### config.mk
export PLATFORM = sky130hd
export DESIGN_NAME = clock_set_ctrl
export DESIGN_NICKNAME = d
export VERILOG_FILES = /design/src/rtl/clock_pkg.sv /design/src/rtl/clock_set_ctrl_btn_repeat.sv /design/src/rtl/clock_set_ctrl.sv
export SDC_FILE = /design/constraint.sdc
export NUM_CORES = 1
export LEC_CHECK = 0
export CORE_MARGIN = 2
export CORE_UTILIZATION = 42
export DETAILED_ROUTE_END_ITERATION = 10
export HOLD_SLACK_MARGIN = 0.08
export PLACE_DENSITY = 0.61
export RECOVER_POWER = 25
export SYNTH_ARGS = -nofsm -noshare
export SYNTH_HDL_FRONTEND = slang
export SYNTH_HIERARCHICAL = 1
export SYNTH_SLANG_ARGS = --single-unit
### constraint.sdc
create_clock -name clk -period 3.3 [get_ports clk]
set_input_delay 0.825 -clock clk [delete_from_list [all_inputs] [get_ports clk]]
set_output_delay 0.825 -clock clk [all_outputs]
set_load 0.02 [all_outputs]
### src/rtl/clock_pkg.sv
// Shared types and timing constants for the multiplexed clock's time-of-day path.
package clock_pkg;

  typedef enum logic [1:0] {
    RUN     = 2'd0,
    SET_HRS = 2'd1,
    SET_MIN = 2'd2
  } mode_e;

  localparam int FREQUENCY       = 32768;
  localparam int HOLD_DEFAULT    = FREQUENCY / 2;
  localparam int REPEAT_DEFAULT  = FREQUENCY / 8;
  localparam int BLINK_DEFAULT   = FREQUENCY / 4;
  localparam int TIMEOUT_DEFAULT = 10;

endpackage

### src/rtl/clock_set_ctrl_btn_repeat.sv
// Rising-edge detector with press-and-hold auto-repeat; dropping en_i kills any
// pending repeat so a held button needs a fresh press to act again.
module btn_repeat
  import clock_pkg::*;
#(
  parameter int HOLD_CYCLES   = HOLD_DEFAULT,
  parameter int REPEAT_CYCLES = REPEAT_DEFAULT
) (
  input  logic clk,
  input  logic rst_n,
  input  logic en_i,
  input  logic btn_i,
  output logic rise_o,
  output logic fire_o
);

  localparam int MAX_CYCLES = (HOLD_CYCLES > REPEAT_CYCLES) ? HOLD_CYCLES : REPEAT_CYCLES;
  localparam int CW = $clog2(MAX_CYCLES + 1);

  logic          prev_q;
  logic          active_q, active_d;
  logic          repeating_q, repeating_d;
  logic [CW-1:0] cnt_q, cnt_d;
  logic [CW-1:0] target;

  assign rise_o = btn_i & ~prev_q;
  assign target = repeating_q ? CW'(REPEAT_CYCLES) : CW'(HOLD_CYCLES);

  // cnt_q holds cycles since the last fire and reloads on reaching target
  always_comb begin
    active_d    = active_q;
    repeating_d = repeating_q;
    cnt_d       = cnt_q;
    fire_o      = 1'b0;
    if (!en_i || !btn_i) begin
      active_d    = 1'b0;
      repeating_d = 1'b0;
      cnt_d       = '0;
    end else if (rise_o) begin
      fire_o      = 1'b1;
      active_d    = 1'b1;
      repeating_d = 1'b0;
      cnt_d       = CW'(1);
    end else if (active_q) begin
      if (cnt_q == target) begin
        fire_o      = 1'b1;
        repeating_d = 1'b1;
        cnt_d       = CW'(1);
      end else begin
        cnt_d = cnt_q + CW'(1);
      end
    end
  end

  always_ff @(posedge clk or negedge rst_n) begin
    if (!rst_n) begin
      prev_q      <= 1'b0;
      active_q    <= 1'b0;
      repeating_q <= 1'b0;
      cnt_q       <= '0;
    end else begin
      prev_q      <= btn_i;
      active_q    <= active_d;
      repeating_q <= repeating_d;
      cnt_q       <= cnt_d;
    end
  end

endmodule

### src/rtl/clock_set_ctrl.sv
// RUN / SET_HRS / SET_MIN mode controller: increment pulses with auto-repeat,
// seconds gating, inactivity timeout and blinking of the edited field.
module clock_set_ctrl
  import clock_pkg::*;
#(
  parameter int HOLD_CYCLES   = HOLD_DEFAULT,
  parameter int REPEAT_CYCLES = REPEAT_DEFAULT,
  parameter int BLINK_CYCLES  = BLINK_DEFAULT,
  parameter int TIMEOUT_SEC   = TIMEOUT_DEFAULT
) (
  input  logic       clk,
  input  logic       rst_n,
  input  logic       btn_mode,
  input  logic       btn_inc,
  input  logic       sec_tick,
  output logic       run_en,
  output logic       clr_sec,
  output logic       inc_min,
  output logic       inc_hrs,
  output logic [3:0] digit_blank,
  output logic [1:0] mode
);

  localparam int TW = $clog2(TIMEOUT_SEC + 1);
  localparam int BW = $clog2(BLINK_CYCLES + 1);

  mode_e         state_q, state_d;
  logic          modePrev_q;
  logic [TW-1:0] tickCnt_q, tickCnt_d;
  logic [BW-1:0] blinkCnt_q, blinkCnt_d;
  logic          phase_q, phase_d;
  logic          runEn_q, runEn_d;
  logic          clrSec_q, clrSec_d;
  logic          incMin_q, incMin_d;
  logic          incHrs_q, incHrs_d;
  logic [3:0]    digitBlank_q, digitBlank_d;

  logic inSet, modeRise, incRise, incFire, anyEdge, timeoutHit, repEn;

  assign inSet      = (state_q != RUN);
  assign modeRise   = btn_mode & ~modePrev_q;
  assign anyEdge    = modeRise | incRise;
  assign timeoutHit = inSet & ~anyEdge & sec_tick & (tickCnt_q == TW'(TIMEOUT_SEC - 1));
  // A mode change or timeout exit suppresses increments and drops held-button repeat
  assign repEn      = inSet & ~modeRise & ~timeoutHit;

  btn_repeat #(
    .HOLD_CYCLES  (HOLD_CYCLES),
    .REPEAT_CYCLES(REPEAT_CYCLES)
  ) u_incRepeat (
    .clk   (clk),
    .rst_n (rst_n),
    .en_i  (repEn),
    .btn_i (btn_inc),
    .rise_o(incRise),
    .fire_o(incFire)
  );

  always_comb begin
    state_d  = state_q;
    clrSec_d = 1'b0;
    case (state_q)
      RUN:     if (modeRise) state_d = SET_HRS;
      SET_HRS: begin
        if (modeRise) state_d = SET_MIN;
        else if (timeoutHit) begin
          state_d  = RUN;
          clrSec_d = 1'b1;
        end
      end
      SET_MIN: begin
        if (modeRise || timeoutHit) begin
          state_d  = RUN;
          clrSec_d = 1'b1;
        end
      end
      default: state_d = RUN;
    endcase

    incHrs_d = incFire & (state_q == SET_HRS);
    incMin_d = incFire & (state_q == SET_MIN);
    runEn_d  = (state_d == RUN);

    tickCnt_d = tickCnt_q;
    if (state_d == RUN || anyEdge) tickCnt_d = '0;
    else if (sec_tick && tickCnt_q != TW'(TIMEOUT_SEC)) tickCnt_d = tickCnt_q + TW'(1);

    // Any press restarts the blink with the field visible
    blinkCnt_d = blinkCnt_q + BW'(1);
    phase_d    = phase_q;
    if (state_d == RUN || anyEdge) begin
      blinkCnt_d = '0;
      phase_d    = 1'b0;
    end else if (blinkCnt_q == BW'(BLINK_CYCLES - 1)) begin
      blinkCnt_d = '0;
      phase_d    = ~phase_q;
    end

    case (state_d)
      SET_HRS: digitBlank_d = {phase_d, phase_d, 2'b00};
      SET_MIN: digitBlank_d = {2'b00, phase_d, phase_d};
      default: digitBlank_d = 4'b0000;
    endcase
  end

  always_ff @(posedge clk or negedge rst_n) begin
    if (!rst_n) begin
      state_q      <= RUN;
      modePrev_q   <= 1'b0;
      tickCnt_q    <= '0;
      blinkCnt_q   <= '0;
      phase_q      <= 1'b0;
      runEn_q      <= 1'b1;
      clrSec_q     <= 1'b0;
      incMin_q     <= 1'b0;
      incHrs_q     <= 1'b0;
      digitBlank_q <= 4'b0000;
    end else begin
      state_q      <= state_d;
      modePrev_q   <= btn_mode;
      tickCnt_q    <= tickCnt_d;
      blinkCnt_q   <= blinkCnt_d;
      phase_q      <= phase_d;
      runEn_q      <= runEn_d;
      clrSec_q     <= clrSec_d;
      incMin_q     <= incMin_d;
      incHrs_q     <= incHrs_d;
      digitBlank_q <= digitBlank_d;
    end
  end

  assign mode        = state_q;
  assign run_en      = runEn_q;
  assign clr_sec     = clrSec_q;
  assign inc_min     = incMin_q;
  assign inc_hrs     = incHrs_q;
  assign digit_blank = digitBlank_q;

endmodule

==> metrics <==
status finished, violations left; failing checks max-capacitance violations, max-slew violations; pre-CTS WS 0.0437 ns; RSZ-0062 raised after global routing false; Most used DFF post-synth dfrtp_1; max-cap violations 1; Worst R2R Path Depth 9; sequential share of the synthesized area 47.4%; final worst setup slack 0.316 ns; # placed instances 317; area share of the largest cell type after synthesis 46.3%; cts hold-fix bufs 0; drt wl/cell 13.0 um; critical path peak fanout 11; Routed WL 4.22 mm; worst hold stages 1; worst path required time 3.53 ns; Via density 5.11; syn avg cell area 10.5 um2; Worst Setup Start Kind primary input; CTS Buffer Depth 2; starting DRC count in detailed routing 47; Sink Count 46; most common cell in the netlist dfrtp_1; Detailed Place HPWL 3.01 mm; critical path class primary input to flop; vias in the first global route 1,687; Slowest cell on crit path dlygate4sd3_1; Initial Util 43.9%; Post-synth top cells dfrtp_1 (45), nor2_1 (35), nand2_1 (15); DIE HEIGHT 80.1 um; post-layout net count 270; Non-Filler Instances 325; crit share post-route 90.4%; CP max stage delay 0.54 ns; Final Hold Vio Count 0; cell count after synthesis 232; Synth area leaders dfrtp_1 (46%), ha_1 (6.7%), nor2_1 (5.4%), xor2_1 (4.7%), xnor2_1 (4.3%); first-pass GRT wire length 7.67 mm; Die X 80.1 um; # rows 27; Overflow after GRT 0; crit path DAT 3.21 ns; GP Congestion 0.778; antenna cells 0; CP top delay family simple AND/OR/NAND/NOR gates; via count 1,662; largest net degree at the start of global routing 47; VDD IR max 0.301 mV; antenna viol nets, final 0; crit path buf inv count 1; Finish-stage setup viols 0; H-tree Lvls 2; Clock Pin Slew Worst Setup and Hold Paths 0.08 ns; Power per Cell Area 505 nW/um2; Area Overhead vs Synth 12.9%; core area 5540 um2; yosys warns 6; Buffers on Ports 14; Leakage 1.12 nW; total stage count of the critical path 9; Resize count post-CTS 0; Synth Register Bits 46; die area 6410 um2; asr flop ratio synth 100%; Synth cell types 49; number of flops mapped to enable cells by yosys 0; skew final 0.00631 ns; syn_nets 250; total CTS buffers 5; Post-CTS Setup Bufs 0; share of cells above drive strength 1 10.3%; synthesized area 2430 um2; Layout Utilization 49.5%; CTS tree built; HP Class flop to flop; root buf cell clkbuf_8; Worst Tran Pin Value 2.42 ns; Remaining DRCs 0; Critical Path End Type flop; Worst-Skew Late Latency 0.29 ns; crit-path cells dlygate4sd3_1 -> nor2b_1 -> a21oi_1 -> a22o_1 -> nand2_1 -> ha_1 -> or3_1 -> or2_2 -> nor2_1; Slew HR -61.5%; Slew Limit Fails 47; all-layer global routing usage 15.2%; Pre-antenna DRT Iters 4; Top Ports 15; WHS 0.529 ns; Tmin final 2.98 ns; Final TNS setup 0 ns; maximum clock rate 335 MHz; Yosys top cell by area dfrtp_1; initial antenna violation count 0
[path summary, 6_finish.rpt]
kind                          startpoint               endpoint  slack [ns]
max                             btn_mode          blinkCnt_q[5]        0.32
min                        blinkCnt_q[0]          blinkCnt_q[0]        0.53
max reg2reg                 tickCnt_q[0]          blinkCnt_q[5]        0.71
min reg2reg                blinkCnt_q[0]          blinkCnt_q[0]        0.53
max in group asynchronous          rst_n          blinkCnt_q[8]        0.66
min in group asynchronous          rst_n  u_incRepeat/cnt_q[12]        1.26
[metal layers]
layer / vias to the layer above / track usage [%] / routed length [um]
li1: 844 / - / -
met1: 805 / 19.7 / 2000
met2: 7 / 24.9 / 2090
met3: 6 / 3.71 / 86
met4: 0 / 5.08 / 44
met5: - / 0 / 0
[flip-flops by register name, indices dropped and copies added (netlist names), 2 cells and up]
signal,cells
tickCnt_q,4
blinkCnt_q,14
u_incRepeat/cnt_q,15
mode,2
digit_blank,2
[kinds of logic after synthesis]
| logic type | after synthesis | share of synthesized area (%) |
|---|---|---|
| AO/OA/AOI/OAI | 20 | 6.13 |
| flip-flops | 46 | 47.4 |
| AND/OR/NAND/NOR | 111 | 27.4 |
| adder cells (fa/ha/maj) | 13 | 6.69 |
| buffers and inverters | 17 | 3.35 |
| XOR/XNOR | 25 | 9.01 |
[worst reg2reg max path, cell delays in order (launching register included)]
cell	delay [ns]
dfrtp_1	0.45
ha_1	0.22
and4b_1	0.19
a21oi_1	0.26
a22o_1	0.20
nand2_1	0.08
ha_1	0.20
or3_1	0.37
or2_2	0.41
nor2_1	0.14
[placed cells by master, fill, tap and decap left out, types with 4 or more instances in the layout]
cell type	netlist	final
dfrtp_1	45	45
nor2_1	35	35
nand2_1	15	15
xor2_1	13	13
ha_1	13	13
xnor2_1	12	12
clkdlybuf4s50_1	0	12
inv_1	11	11
nand3_1	11	11
nand4_1	7	7
a21oi_1	6	6
clkbuf_8	0	6
nor3_1	5	5
buf_4	2	5
nor2b_1	4	4
and2_1	4	4
nor4_1	4	4
[cell type report]
class	count	area, um2
inverter	11	41.3
multi-input combinational	169	1200
fill	513	2800
tap	72	90.1
sequential	46	1150
clock buffer	7	86.3
timing repair buffer	19	171
clock inverter	1	5.00
[where the power goes]
part	internal (mW)	switching (mW)	total, mW	leakage, nW
Clock	0.169	0.181	0.351	0.0482
Sequential	0.610	0.0477	0.657	0.631
Combinational	0.154	0.223	0.377	0.436
Total	0.933	0.452	1.39	1.12
[stage by stage]
step	area [um2]	total power, mW
6_report	2740	1.39
5_1_grt	2740	1.48
4_1_cts	2740	1.40
3_5_place_dp	2650	1.05
3_3_place_gp	2650	1.04
2_1_floorplan	2430	0.913
Power figures use the tool's default switching activity.
